`src/rtl/tdm_demux1to4.sv`:
```
// Serial-to-4-slot TDM demultiplexer: collects four beats into a shadow
// register and presents them as one frame with ready/valid handoff.
module tdm_demux1to4 #(
  parameter int unsigned TIMEOUT = 16
) (
  input  logic       clk,
  input  logic       rst,
  input  logic       din,
  input  logic       din_valid,
  input  logic       frame_start,
  output logic [3:0] out,
  output logic       out_valid,
  input  logic       out_ready,
  output logic [1:0] slot,
  output logic       sync_err,
  output logic       overrun,
  output logic       timeout_err
);

  typedef enum logic {IDLE, RUN} state_t;

  state_t     state, state_d;
  logic [1:0] slot_d;
  logic [3:0] shadow, shadow_d;
  logic [7:0] cnt, cnt_d;
  logic [3:0] out_d;
  logic       out_valid_d, sync_err_d, overrun_d, timeout_err_d;

  always_ff @(posedge clk or posedge rst) begin
    if (rst) begin
      state       <= IDLE;
      slot        <= '0;
      shadow      <= '0;
      cnt         <= '0;
      out         <= '0;
      out_valid   <= 1'b0;
      sync_err    <= 1'b0;
      overrun     <= 1'b0;
      timeout_err <= 1'b0;
    end else begin
      state       <= state_d;
      slot        <= slot_d;
      shadow      <= shadow_d;
      cnt         <= cnt_d;
      out         <= out_d;
      out_valid   <= out_valid_d;
      sync_err    <= sync_err_d;
      overrun     <= overrun_d;
      timeout_err <= timeout_err_d;
    end
  end

  always_comb begin
    state_d       = state;
    slot_d        = slot;
    shadow_d      = shadow;
    cnt_d         = cnt;
    out_d         = out;
    out_valid_d   = out_valid;
    sync_err_d    = 1'b0;
    overrun_d     = 1'b0;
    timeout_err_d = 1'b0;

    // Acceptance clears valid unless a completing frame re-sets it below.
    if (out_valid && out_ready) out_valid_d = 1'b0;

    unique case (state)
      IDLE: begin
        cnt_d = '0;
        if (din_valid && frame_start) begin
          shadow_d = {3'b000, din};
          slot_d   = 2'd1;
          state_d  = RUN;
        end
      end
      RUN: begin
        if (din_valid) begin
          cnt_d = '0;
          if (frame_start) begin
            sync_err_d = (slot != 2'd0);
            shadow_d   = {3'b000, din};
            slot_d     = 2'd1;
          end else if (slot == 2'd3) begin
            out_d       = {din, shadow[2:0]};
            out_valid_d = 1'b1;
            overrun_d   = out_valid && !out_ready;
            shadow_d    = '0;
            slot_d      = 2'd0;
            state_d     = IDLE;
          end else begin
            shadow_d[slot] = din;
            slot_d         = slot + 2'd1;
          end
        end else if (cnt == 8'(TIMEOUT - 1)) begin
          timeout_err_d = 1'b1;
          shadow_d      = '0;
          cnt_d         = '0;
          slot_d        = 2'd0;
          state_d       = IDLE;
        end else begin
          cnt_d = cnt + 8'd1;
        end
      end
      default: state_d = IDLE;
    endcase
  end

endmodule

```
`config.mk`:
```
export PLATFORM = sky130hd
export DESIGN_NAME = tdm_demux1to4
export DESIGN_NICKNAME = d
export VERILOG_FILES = /design/src/rtl/tdm_demux1to4.sv
export SDC_FILE = /design/constraint.sdc
export NUM_CORES = 1
export LEC_CHECK = 0
export ABC_AREA = 1
export CAP_MARGIN = 20
export CORE_ASPECT_RATIO = 1.4
export CORE_MARGIN = 2
export CORE_UTILIZATION = 45
export CTS_BUF_LIST = sky130_fd_sc_hd__clkbuf_4 sky130_fd_sc_hd__clkbuf_8
export DETAILED_ROUTE_END_ITERATION = 8
export PLACE_DENSITY = 0.73
export SLEW_MARGIN = 40
export SYNTH_ARGS = -nofsm -noshare
export SYNTH_HDL_FRONTEND = slang
export SYNTH_SLANG_ARGS = --single-unit
```
`constraint.sdc`:
```
create_clock -name clk -period 1.8 [get_ports clk]
set_clock_uncertainty 0.05 [all_clocks]
set_input_delay 0.36 -clock clk [delete_from_list [all_inputs] [get_ports clk]]
set_output_delay 0.36 -clock clk [all_outputs]
set_load 0.05 [all_outputs]
```
==> metrics, run 1 <==
Cell Rows 21; Initial Utilization a little under half; n_diodes 0; First DRT Iteration DRCs 10; setup violators final 0; Cell variety after synth 26; IO Pins 16; Switching Share 41.2%; Fmax 673 MHz; sequential area share after synthesis ~48%; post-layout net count roughly 160; Mapped Nets 139; min Tclk post-route around 1.5 ns; largest net degree at the start of global routing 23; peak supply drop 0.710 mV; cells after synthesis around 130; Congestion Overflow GR 0; cts repair resizes 0; Worst Path Max Fanout 12; worst r2r path cells 6; Avg Vias per Cell 4.91; Final GP Congestion about 0.8; # port buffers 15; Clk pwr share ~14%; Tightest Pin Transition about 0.32 ns; ANT nets after route 0; placed cell count 176; Final Slew Violations 0; P_int between 800 and 900 uW; setup TNS 0 ns; routed vias between 800 and 900; Non-Filler Instances roughly 180; Place WS ~0.069 ns; Finished Core Util around 55%; htree depth 1; Num CTS Buffers 3; Root Buffer Master clkbuf_4; die width roughly 46 um; Synth Register Bits 22; drt drc 0; CTS tree done; switching pwr just under 600 uW; global-route wire length before repair around 3.6 mm; maxcap violations 0; WL per Instance around 12 um; Clk pin slew, worst setup/hold paths 0.11 ns; layout cells sized above 1 between 15 and 20%; Clock Latency Late Sink just under 0.3 ns; crit share post-route between 80% and 90%; CP Launch Type flop; Die ar. around 0.003 sq mm; Critical Path AT 1.63 ns; Post-DP HPWL roughly 1.7 mm; r2r startpoint cnt[0]$_DFF_PP0_; kind of end point of the critical path flop; vias in the first global route around 900; wirelength, routed 2.07 mm; die height ~63 um; unrepaired setup endpoints after global routing no; Logic pwr share 40.0%; clk buf depth 2; core area around 0.0024 sq mm; RR Endpoint slot[1]$_DFFE_PP0P_; Power Density ~1100 mW/mm^2; setup bufs post-CTS 0; Post-Syn Area around 0.0011 sq mm; CP Class reg2reg; sequential share of power 45.5%; outcome complete, no violations; worst min-delay path class in2async; syn avg cell area roughly 8.9 sq um; # fillers ~220; YS warnings 0; Worst Path Required 1.94 ns; relative slew slack roughly four fifths; gr usage total approximately 17%; Layout area overhead 16.1%; Critical Path Start cnt[0]$_DFF_PP0_; antenna violations before repair 0; r2r setup slk 0.31 ns; worst setup margin around 0.31 ns; Hold-fix buffers, CTS 0; DRT Pass-1 Iters 4; final hold vios 0; CTS Sinks 22; Pleak 0.000708 uW
==> kinds of logic after synthesis <==
logic type / synth area share (%)
simple gates: 33.7
flops: 48.4
buf+inv: 6.27
compound gates: 4.62
xor+xnor: 1.54
fa+ha+maj: 5.50
==> synth_stat cells <==
cell      number  area, sq um
ha_1           5         62.6
a21boi_0       1         7.51
inv_2          1         3.75
nand2_4        1         11.3
clkbuf_1       1         3.75
nor3_1         4         20.0
nand3b_1       1         7.51
dfrtp_1       22          551
nor2_1        11         41.3
o21bai_4       1         18.8
nor3_2         1         10.0
nand3_1       12         60.1
buf_6          1         11.3
o21ai_1        1         5.00
inv_1         14         52.6
xor2_1         2         17.5
nor2_8         1         20.0
nor3b_2        1         12.5
nand2_2        2         12.5
nand2_1       31          116
a31oi_1        1         6.26
a21oi_1        3         15.0
nand3_2        1         10.0
nand4_1        6         37.5
nand3b_2       1         11.3
nor2_2         2         12.5
==> routing by layer <==
metal | vias to the layer above | routed length, um | track usage (%)
li1 | 448 | - | -
met2 | 17 | 1130 | 28.0
met4 | 0 | 29 | 7.14
met3 | 4 | 60 | 2.01
met1 | 410 | 853 | 20.1
met5 | - | 0 | 0
==> layout by cell type, fill, tap and decap left out, types with 2 or more instances in the layout <==
cell and instances:
xor2_1 2, nand3_1 12, a21oi_1 3, nand4_1 6, clkbuf_4 3, dfrtp_1 22
nor2_2 2, nand2_2 2, inv_1 14, nor3_1 4, clkdlybuf4s50_1 5, nor2_1 11
buf_4 11, nand2_1 31, ha_1 5
==> critical path, cell delays in order, from the launching register on <==
cell and delay, ns:
dfrtp_1 0.39, ha_1 0.24, nand3_2 0.13, o21bai_4 0.33, nand2_1 0.11, nand2_1 0.08
nand2_1 0.05
==> cell type report <==
cell class	count	area [sq um]	share of cell area, %
clock buffer	3	22.5	1.71
inverter	15	56.3	4.27
multi-input combinational	89	515	39.1
sequential	22	551	41.7
tap	34	42.5	3.22
timing repair buffer	16	133	10.0
==> state kept, by name, summed over array words and instances (netlist names) <==
| name | cells |
|---|---|
| cnt | 8 |
| out | 4 |
| shadow | 3 |
| slot | 2 |
| out_valid | 1 |
| overrun | 1 |
| state | 1 |
| sync_err | 1 |
| timeout_err | 1 |
==> power by group through the flow <==
stage | Clock, uW | Combinational (uW) | Sequential, uW
finish | 206 | 568 | 646
global route | 233 | 624 | 658
CTS | 219 | 574 | 647
detailed placement | 0 | 576 | 654
global placement | 0 | 563 | 651
floorplan | 0 | 259 | 808
==> worst max path at each step <==
stage | to | slack (ns)
after floorplan | shadow[0]$_DFFE_PP0P_ | 0.12
after global routing | shadow[0]$_DFFE_PP0P_ | 0.15
after detailed placement | shadow[1]$_DFFE_PP0P_ | 0.07
after global placement | slot[0]$_DFFE_PP0P_ | 0.09
after CTS | shadow[1]$_DFFE_PP0P_ | 0.29
final | slot[1]$_DFFE_PP0P_ | 0.31
==> through the flow <==
step / total power [uW] / cell area (sq um) / hold slack, ns
global route: 1510 / 1320 / 0.366
floorplan: 1070 / 1140 / 0.299
detailed placement: 1230 / 1300 / 0.416
finish: 1420 / 1320 / 0.335
CTS: 1440 / 1320 / 0.334
global placement: 1210 / 1300 / 0.403
No activity file was read; power rests on OpenSTA's default activity.
==> run 2: changes to the inputs <==
- clock period: 1.8 -> 1.5 ns (I/O delays scaled with it)
==> metrics, run 2 (synthesized netlist as in run 1, its figures left out) <==
outcome complete, no violations; CP delay by family, top simple AND/OR/NAND/NOR gates; Cell Rows 21; Largest Register cnt; Die ar. about 0.0030 sq mm; commonest non-fill, non-tap cell in the layout nand2_1; # fillers approximately 180; IO Pins 16; Tightest Pin Transition around 0.29 ns; FF+latch area approximately 550 sq um; setup TNS 0 ns; Worst Path Required around 1.7 ns; clk buf depth 2; max incr delay on CP a little under 0.5 ns; unrepaired setup endpoints after global routing no; crit share post-route between 90 and 100%; global-route wire length before repair roughly 4 mm; largest net degree at the start of global routing 23; Num CTS Buffers 3; CTS tree done; Layout area overhead 39.4%; Worst Path Buf+Inv 0; setup violators final 0; Avg Vias per Cell 4.81; final hold vios 0; most frequent cells in the layout nand2_1, dfrtp_1, buf_4, inv_1, nand3_1; CP Class reg2reg; Clk pin slew, worst setup/hold paths 0.12 ns; die width roughly 46 um; Power Density 1360 mW/mm^2; DRT Pass-1 Iters 4; Final GP Congestion between 0.7 and 0.8; htree depth 1; maxcap violations 0; most frequent CP cell nand3_1; hold_ws roughly 0.26 ns; Total Power roughly 2200 uW; Congestion Overflow GR 0; routed vias 934; Pleak ~0.00082 uW; WL per Instance approximately 12 um; post-layout net count between 150 and 200; ANT nets after route 0; antenna violations before repair 0; Hold-fix buffers, CTS 0; gr usage total between 10% and 20%; biggest regs cnt (8), out (4), shadow (3); Critical Path AT roughly 1.6 ns; drt drc 0; min Tclk post-route between 1 and 1.5 ns; CP Launch Type flop; layout cells sized above 1 between 20 and 30%; # port buffers 15; peak supply drop 0.956 mV; Worst Path Max Fanout 8; Post-DP HPWL ~1.8 mm; kind of end point of the critical path flop; worst min-delay path class in2async; n_diodes 0; crit path max-delay cell type dfrtp_2; First DRT Iteration DRCs 22; relative slew slack approximately 80%; Final Slew Violations 0; Initial Utilization between 40% and 50%; flip-flop count of the largest register after layout 8; wirelength, routed 2.38 mm; Multi-input gate area about 520 sq um; Root Buffer Master clkbuf_4; die height 63.5 um; CTS Sinks 22; crit-path cells ha_2, nand3_1, nand3_1, nor2_1, nand4_1, nand2_1; core area 0.00239 sq mm; Clock Latency Late Sink approximately 0.3 ns; Fmax between 700 and 800 MHz; vias in the first global route roughly 950
[run 2: changes by cell type in the layout (fill, tap and decap cells not counted)]
cell	previous run	this run
dfrtp_1	22	20
bufinv_16	0	1
buf_12	0	10
buf_4	11	15
ha_1	5	4
dfrtp_2	0	2
ha_2	0	1
[run 2: through the flow]
step / area, sq um / std cells / worst slack, ns / util (%)
after floorplan: 1140 / 128 / 0.0927 / -
after global placement: 1510 / 187 / -0.0601 / 63.1
after detailed placement: 1510 / 187 / -0.0875 / 63.1
after CTS: 1560 / 191 / 0.00207 / 65.3
after global routing: 1590 / 194 / 0.00268 / 66.3
final: 1590 / 194 / 0.0819 / 66.3
[run 2: final cells by class]
class / count / area share, %
well taps: 34 / 2.68
multi-input cells: 89 / 32.7
clock inverters: 1 / 1.89
flip-flops and latches: 22 / 34.9
clock buffers: 3 / 1.42
repair buffers: 30 / 22.9
inverters: 15 / 3.55
[run 2: repair_timing]
action                                  4_1_cts  5_1_grt
endpoints found under the setup margin        0        5
setup buffers                                 0        3
resized for setup                             0        1
[run 2: worst paths after layout]
path | to | from | slack [ns] | cells past startpoint
max in group asynchronous | slot[0]$_DFFE_PP0P_ | rst | 0.90 | 3
min in group clk | cnt[0]$_DFF_PP0_ | cnt[0]$_DFF_PP0_ | 0.42 | 1
setup reg to reg | shadow[0]$_DFFE_PP0P_ | slot[0]$_DFFE_PP0P_ | 0.08 | 6
hold / removal | out_valid$_DFF_PP0_ | rst | 0.26 | 3
setup / recovery | shadow[0]$_DFFE_PP0P_ | slot[0]$_DFFE_PP0P_ | 0.08 | 6
hold reg to reg | cnt[0]$_DFF_PP0_ | cnt[0]$_DFF_PP0_ | 0.42 | 1
[run 2: power breakdown]
| group | internal (uW) | switching [uW] |
|---|---|---|
| combinational | 409 | 480 |
| sequential | 688 | 125 |
| clock | 270 | 180 |
[run 2: metal layers]
metal  wire, um  vias up  part of all wire [%]  track usage (%)
met2       1290       15                    54             30.2
met5          0        -                     0                0
met4         88        0                   3.7             11.4
li1           -      481                     -                -
met1        945      430                    40             22.5
met3         53        8                   2.2             2.29
[run 2: worst register-to-register path, delay by kind of cell, from the launching register on]
| kind | cells | cell delay, ns |
|---|---|---|
| AND/OR/NAND/NOR | 5 | 0.57 |
| flip-flops | 1 | 0.49 |
| adder cells (fa/ha/maj) | 1 | 0.27 |
==> run 3: changes to the inputs <==
- SKIP_LAST_GASP: unset -> 1
==> results of run 3 <==
Final layout, timing and power as in run 2 (identical DEF).
